`src/rtl/screen_scanout.sv`:
```
// screen_scanout: 640x480@60 VGA timing generator that scans a 512x256
// monochrome (Hack-style) frame buffer, centred in the visible area.
//
// Ports
//   clk          25 MHz pixel clock, rising edge
//   rst          synchronous, active-high reset
//   ram_addr     word address to the screen memory (registered, held between fetches)
//   ram_rdata    screen memory read data, valid one clk after ram_addr is sampled
//   vga_hs       horizontal sync, active low
//   vga_vs       vertical sync, active low
//   vga_de       display enable, high inside the 640x480 visible area
//   pixel        1 = black (frame buffer bit set), 0 = white or border
//   frame_start  one-clk pulse coincident with the output of position (0,0)
//
// Every output for counter position (h,v) appears two clocks after the
// counters hold (h,v): stage 1 decodes the counters, stage 2 drives the pins.
module screen_scanout #(
    parameter int DW = 16,
    parameter int AW = 13
) (
    input  logic          clk,
    input  logic          rst,
    output logic [AW-1:0] ram_addr,
    input  logic [DW-1:0] ram_rdata,
    output logic          vga_hs,
    output logic          vga_vs,
    output logic          vga_de,
    output logic          pixel,
    output logic          frame_start
);

    localparam logic [9:0] H_LAST   = 10'd799;
    localparam logic [9:0] V_LAST   = 10'd524;
    localparam logic [9:0] H_VIS    = 10'd640;
    localparam logic [9:0] V_VIS    = 10'd480;
    localparam logic [9:0] HS_FIRST = 10'd656;
    localparam logic [9:0] HS_LAST  = 10'd751;
    localparam logic [9:0] VS_FIRST = 10'd490;
    localparam logic [9:0] VS_LAST  = 10'd491;
    localparam logic [9:0] WIN_X0   = 10'd64;
    localparam logic [9:0] WIN_X1   = 10'd575;
    localparam logic [9:0] WIN_Y0   = 10'd112;
    localparam logic [9:0] WIN_Y1   = 10'd367;
    // Word k is fetched at h = 48 + 16k, i.e. 16 clocks ahead of its first
    // pixel column 64 + 16k. Its data lands in next_word at h = 50 + 16k and
    // is moved into cur_word at h = 64 + 16k, before the following fetch
    // overwrites next_word at h = 66 + 16k.
    localparam logic [9:0] FETCH_H0 = 10'd48;
    localparam logic [9:0] FETCH_H1 = 10'd544;

    logic [9:0] h_cnt, v_cnt;

    // stage 1: decoded counter position
    logic       s1_hs, s1_vs, s1_de, s1_win, s1_fs;
    logic [3:0] s1_x;

    // fetch pipeline: p1 = address on ram_addr, p2 = data on ram_rdata
    logic          fetch_p1, fetch_p2;
    logic [DW-1:0] next_word, cur_word;

    // combinational decode of the current counter position
    logic        h_wrap, v_wrap, win_v, win_h, fetch_go, word_load;
    logic        hs_n, vs_n, de;
    logic [7:0]  fetch_y;
    logic [4:0]  fetch_k;
    logic [12:0] fetch_addr;

    always_comb begin
        h_wrap     = (h_cnt == H_LAST);
        v_wrap     = (v_cnt == V_LAST);
        win_v      = (v_cnt >= WIN_Y0) && (v_cnt <= WIN_Y1);
        win_h      = (h_cnt >= WIN_X0) && (h_cnt <= WIN_X1);
        hs_n       = !((h_cnt >= HS_FIRST) && (h_cnt <= HS_LAST));
        vs_n       = !((v_cnt >= VS_FIRST) && (v_cnt <= VS_LAST));
        de         = (h_cnt < H_VIS) && (v_cnt < V_VIS);
        fetch_go   = win_v && (h_cnt >= FETCH_H0) && (h_cnt <= FETCH_H1)
                     && (h_cnt[3:0] == 4'd0);
        // window starts on a 16-column boundary, so x[3:0] == h[3:0]
        word_load  = win_v && win_h && (h_cnt[3:0] == 4'd0);
        fetch_y    = 8'(v_cnt - WIN_Y0);
        fetch_k    = 5'((h_cnt - FETCH_H0) >> 4);
        fetch_addr = {fetch_y, fetch_k};
    end

    always_ff @(posedge clk) begin
        if (rst) begin
            h_cnt       <= '0;
            v_cnt       <= '0;
            s1_hs       <= 1'b1;
            s1_vs       <= 1'b1;
            s1_de       <= 1'b0;
            s1_win      <= 1'b0;
            s1_fs       <= 1'b0;
            s1_x        <= '0;
            vga_hs      <= 1'b1;
            vga_vs      <= 1'b1;
            vga_de      <= 1'b0;
            pixel       <= 1'b0;
            frame_start <= 1'b0;
            ram_addr    <= '0;
            fetch_p1    <= 1'b0;
            fetch_p2    <= 1'b0;
            next_word   <= '0;
            cur_word    <= '0;
        end else begin
            // raster counters
            h_cnt <= h_wrap ? '0 : h_cnt + 10'd1;
            if (h_wrap)
                v_cnt <= v_wrap ? '0 : v_cnt + 10'd1;

            // stage 1
            s1_hs  <= hs_n;
            s1_vs  <= vs_n;
            s1_de  <= de;
            s1_win <= win_v && win_h;
            s1_fs  <= (h_cnt == '0) && (v_cnt == '0);
            s1_x   <= h_cnt[3:0];

            // stage 2: pins (window lies inside the visible area, so
            // s1_win already implies display enable)
            vga_hs      <= s1_hs;
            vga_vs      <= s1_vs;
            vga_de      <= s1_de;
            frame_start <= s1_fs;
            pixel       <= s1_win && s1_de && cur_word[s1_x];

            // screen memory fetch; address holds between fetches
            fetch_p1 <= fetch_go;
            fetch_p2 <= fetch_p1;
            if (fetch_go)
                ram_addr <= AW'(fetch_addr);
            // read data is only trusted in its single valid cycle
            if (fetch_p2)
                next_word <= ram_rdata;
            if (word_load)
                cur_word <= next_word;
        end
    end

endmodule

```
`config.mk`:
```
export PLATFORM = sky130hd
export DESIGN_NAME = screen_scanout
export DESIGN_NICKNAME = d
export VERILOG_FILES = /design/src/rtl/screen_scanout.sv
export SDC_FILE = /design/constraint.sdc
export NUM_CORES = 1
export LEC_CHECK = 0
export ABC_AREA = 1
export BUFFER_PORTS_ARGS = -buffer_cell sky130_fd_sc_hd__buf_4
export CORE_ASPECT_RATIO = 1.75
export CORE_MARGIN = 10
export CORE_UTILIZATION = 59
export DETAILED_ROUTE_END_ITERATION = 16
export PLACE_DENSITY = 0.79
export SETUP_SLACK_MARGIN = 0.4
export SLEW_MARGIN = 20
export SYNTH_ARGS = -nofsm -noshare
export SYNTH_HDL_FRONTEND = slang
export SYNTH_SLANG_ARGS = --single-unit
```
`constraint.sdc`:
```
create_clock -name clk -period 2 [get_ports clk]
set_clock_uncertainty 0.2 [all_clocks]
set_input_delay 0 -clock clk [delete_from_list [all_inputs] [get_ports clk]]
set_output_delay 0 -clock clk [all_outputs]
set_load 0.02 [all_outputs]
```
==> metrics.cfg <==
[timing]
finalCritPeriodShare_pct = 91.52
fmax_mhz = 546.3
slew_viol_final = 0
period_minus_slack_ps = 1830
worst_pin_slew_ps = 705.4
max-slew-margin-rel_pct = 52.82
hold_violations = 0
setup_viol = 0
setup-tns-final_ps = 0
rsz0062_at_grt = true

[floorplanning]
start_util_pct = 61.30
rows = 38
dieArea_um2 = 10280
core_um2 = 6276
die-height_um = 126.8
io_pins = 36
fp.dieW_um = 81.05

[worst_setup_path]
cp-start-kind = flop
endpoint_kind = flop
startpoint = h_cnt[1]$_SDFF_PP0_
cpMaxStageDelayCell = dfxtp_2
path_class = reg2reg
reg2reg_slack_ps = 170
arrival_ps = 1890
slowest_delay_ps = 390
cp_cell_sequence = ha_4, nand3_2, inv_2, nand2_2, buf_6, nor3_4, a21oi_1, nor3_1
crit_required_ps = 2060
cp_max_fo = 4
rr_startpoint = h_cnt[1]$_SDFF_PP0_

[run]
maxCapViolCount = 0

[power]
power_density_nw_per_um2 = 570.4
peakVddDrop_mv = 0.5225
power_uw = 3031
p_leak_uw = 0.002421

[route]
drc = 0
ant_nets = 0
wl_per_cell_um = 16.31
vias_per_cell = 5.385
drtIter0Drc = 229
finalWirelength_um = 11860
num_vias = 3915
first_pass_iters = 5

[synth]
netlist_area_um2 = 3847
avgSynthCellArea_um2 = 7.073
synth-seq-cells = 81
synthArstFlopShare_pct = 0
yosys.area_share.simple_pct = 34.05
synth_compound_area_share_pct = 8.585
synth-xor-area-share_pct = 1.821
synth_edf_count = 0
synth_top_family_by_area = simple AND/OR/NAND/NOR gates
synth_flop_cell = dfxtp_1
muxShareOfSynthArea_pct = 0
syn_inst = 544
synth_nets = 575
synthAdderAreaFrac_pct = 4.228
ys_seq_area_share_pct = 42.15
synth_cell_types = 35
yosys_warnings = 0

[worst_hold_path]
hold_class = reg2reg
worstHoldStart = fetch_p1$_SDFF_PP0_

[grt]
grt_pass1_vias = 3896
grt_pass1_wl_um = 18800
grtUsageTotal_pct = 23.28
antenna_found_initial = 0
overflow = 0
grt_max_degree = 34

[placement]
place.detailed.hpwl_um = 7491
gp_congestion = 0.9707
io_buffers = 35

[cells_and_area]
antennaDiodeCount = 0
area_growth_pct = 38.11
nNetsFinal = 674
layout-drive-gt1-share_pct = 31.38
fill_cells = 402

[clock_tree]
clkTransAtPathRegs_ps = 80
cts.sinks = 81
numCtsBuffers = 9
clk_latency_ps = 360
cts_tree = built
clk_path_buf_depth = 2
h-tree-depth = 3
cts_root_buffer = clkbuf_8

[outcome]
status = finished clean

-- registers in the layout, summed over array words and instances (netlist names) --
signal and flops:
vga_hs 1, next_word 16, s1_de 1, s1_win 1, s1_vs 1, frame_start 1
v_cnt 10, s1_hs 1, ram_addr 13, vga_de 1, cur_word 16, s1_fs 1
vga_vs 1, pixel 1, s1_x 4, h_cnt 10, fetch_p1 1, fetch_p2 1
-- report_power, final --
group          switching, µW  leakage [µW]  internal [µW]
registers               17.0      0.000665           1620
clock network            604     0.0000981            602
logic                   92.1       0.00166           99.1
total                    713       0.00242           2320
-- final timing paths --
kind | end | cells past startpoint
worst min register to register | fetch_p2$_SDFF_PP0_ | 2
worst max-delay path | v_cnt[6]$_SDFFE_PP0P_ | 8
worst min-delay path | fetch_p2$_SDFF_PP0_ | 2
worst max register to register | v_cnt[6]$_SDFFE_PP0P_ | 8
-- logic make-up after synthesis --
logic type / Yosys count
compound gates: 61
flops: 81
fa+ha+maj: 13
simple gates: 300
xor+xnor: 8
buf+inv: 81
-- cell usage after synthesis, types with 2 or more instances --
master | instances | area share (%)
buf_6 | 5 | 1.5
or2_2 | 3 | 0.49
ha_1 | 13 | 4.2
inv_2 | 6 | 0.59
nand2_4 | 3 | 0.88
nand4_1 | 8 | 1.3
nor2_1 | 128 | 12
nor4_1 | 3 | 0.49
o21ai_0 | 31 | 4.0
inv_1 | 57 | 5.6
a21oi_1 | 24 | 3.1
nor3_1 | 7 | 0.91
nand3_2 | 2 | 0.52
nand2_1 | 113 | 11
nand3_1 | 21 | 2.7
xor2_1 | 7 | 1.6
buf_4 | 2 | 0.39
buf_2 | 3 | 0.39
nor2_2 | 2 | 0.33
o21ai_2 | 2 | 0.46
dfxtp_1 | 81 | 42
clkbuf_1 | 7 | 0.68
nand2_2 | 4 | 0.65
-- metrics by stage --
step / instance area [µm²] / hold slack, ps / util (%) / instances / setup slack (ps)
after global routing: 5314 / 226.3 / 84.67 / 727 / 69.51
after CTS: 5062 / 203.8 / 80.66 / 714 / 225.3
after floorplan: 3941 / -117.4 / - / 544 / 316.6
final: 5314 / 196.0 / 84.67 / 727 / 169.6
after global placement: 4295 / 19.54 / 68.44 / 655 / 91.93
after detailed placement: 4295 / 33.98 / 68.44 / 655 / 69.31
-- repair_timing --
action,in CTS,in global routing
setup buffers,24,13
cloned,2,0
pin swaps,19,19
gates resized for setup,53,37
endpoints found under the setup margin,43,55
hold buffers,18,0
hold endpoints to repair,31,0
-- placed cells by master, fill, tap and decap left out, types with 4 or more instances in the layout --
master         netlist  layout
a21oi_1             24      21
buf_4                2      73
buf_6                5       8
clkbuf_8             0      10
dfxtp_1             81      64
dfxtp_2              0      10
dfxtp_4              0       7
dlygate4sd3_1        0      18
ha_4                 0      10
inv_1               57      44
inv_2                6      13
inv_4                0       4
nand2_1            113     108
nand2_2              4       8
nand2_4              3       4
nand3_1             21      14
nand3_2              2       5
nand3_4              0       4
nand4_1              8       8
nor2_1             128     115
nor2_2               2      12
nor2_4               0       5
o21ai_0             31      29
xor2_1               7       7
-- cell type report --
type / count / area (µm²) / share of cell area (%)
flip-flops and latches: 81 / 1660 / 31.25
clock inverters: 5 / 56.30 / 1.060
clock buffers: 10 / 137.6 / 2.590
inverters: 64 / 259.0 / 4.874
well taps: 80 / 100.1 / 1.884
repair buffers: 103 / 882.1 / 16.60
multi-input cells: 384 / 2218 / 41.75
-- worst max-delay path: cells and delay by family (launching register included) --
family,cells,cell delay (ps)
buffers and inverters,2,260
AO/OA/AOI/OAI,1,90
adder cells (fa/ha/maj),1,160
flip-flops,1,390
AND/OR/NAND/NOR,4,630
-- metal layers --
metal | part of all wire [%] | GRT usage, % | vias to the layer above
li1 | - | - | 1903
met1 | 35 | 22.58 | 1808
met2 | 55 | 43.31 | 143
met3 | 4.6 | 5.233 | 61
met4 | 6.1 | 12.08 | 0
met5 | 0 | 0 | -
(Power assumes the default switching activity.)
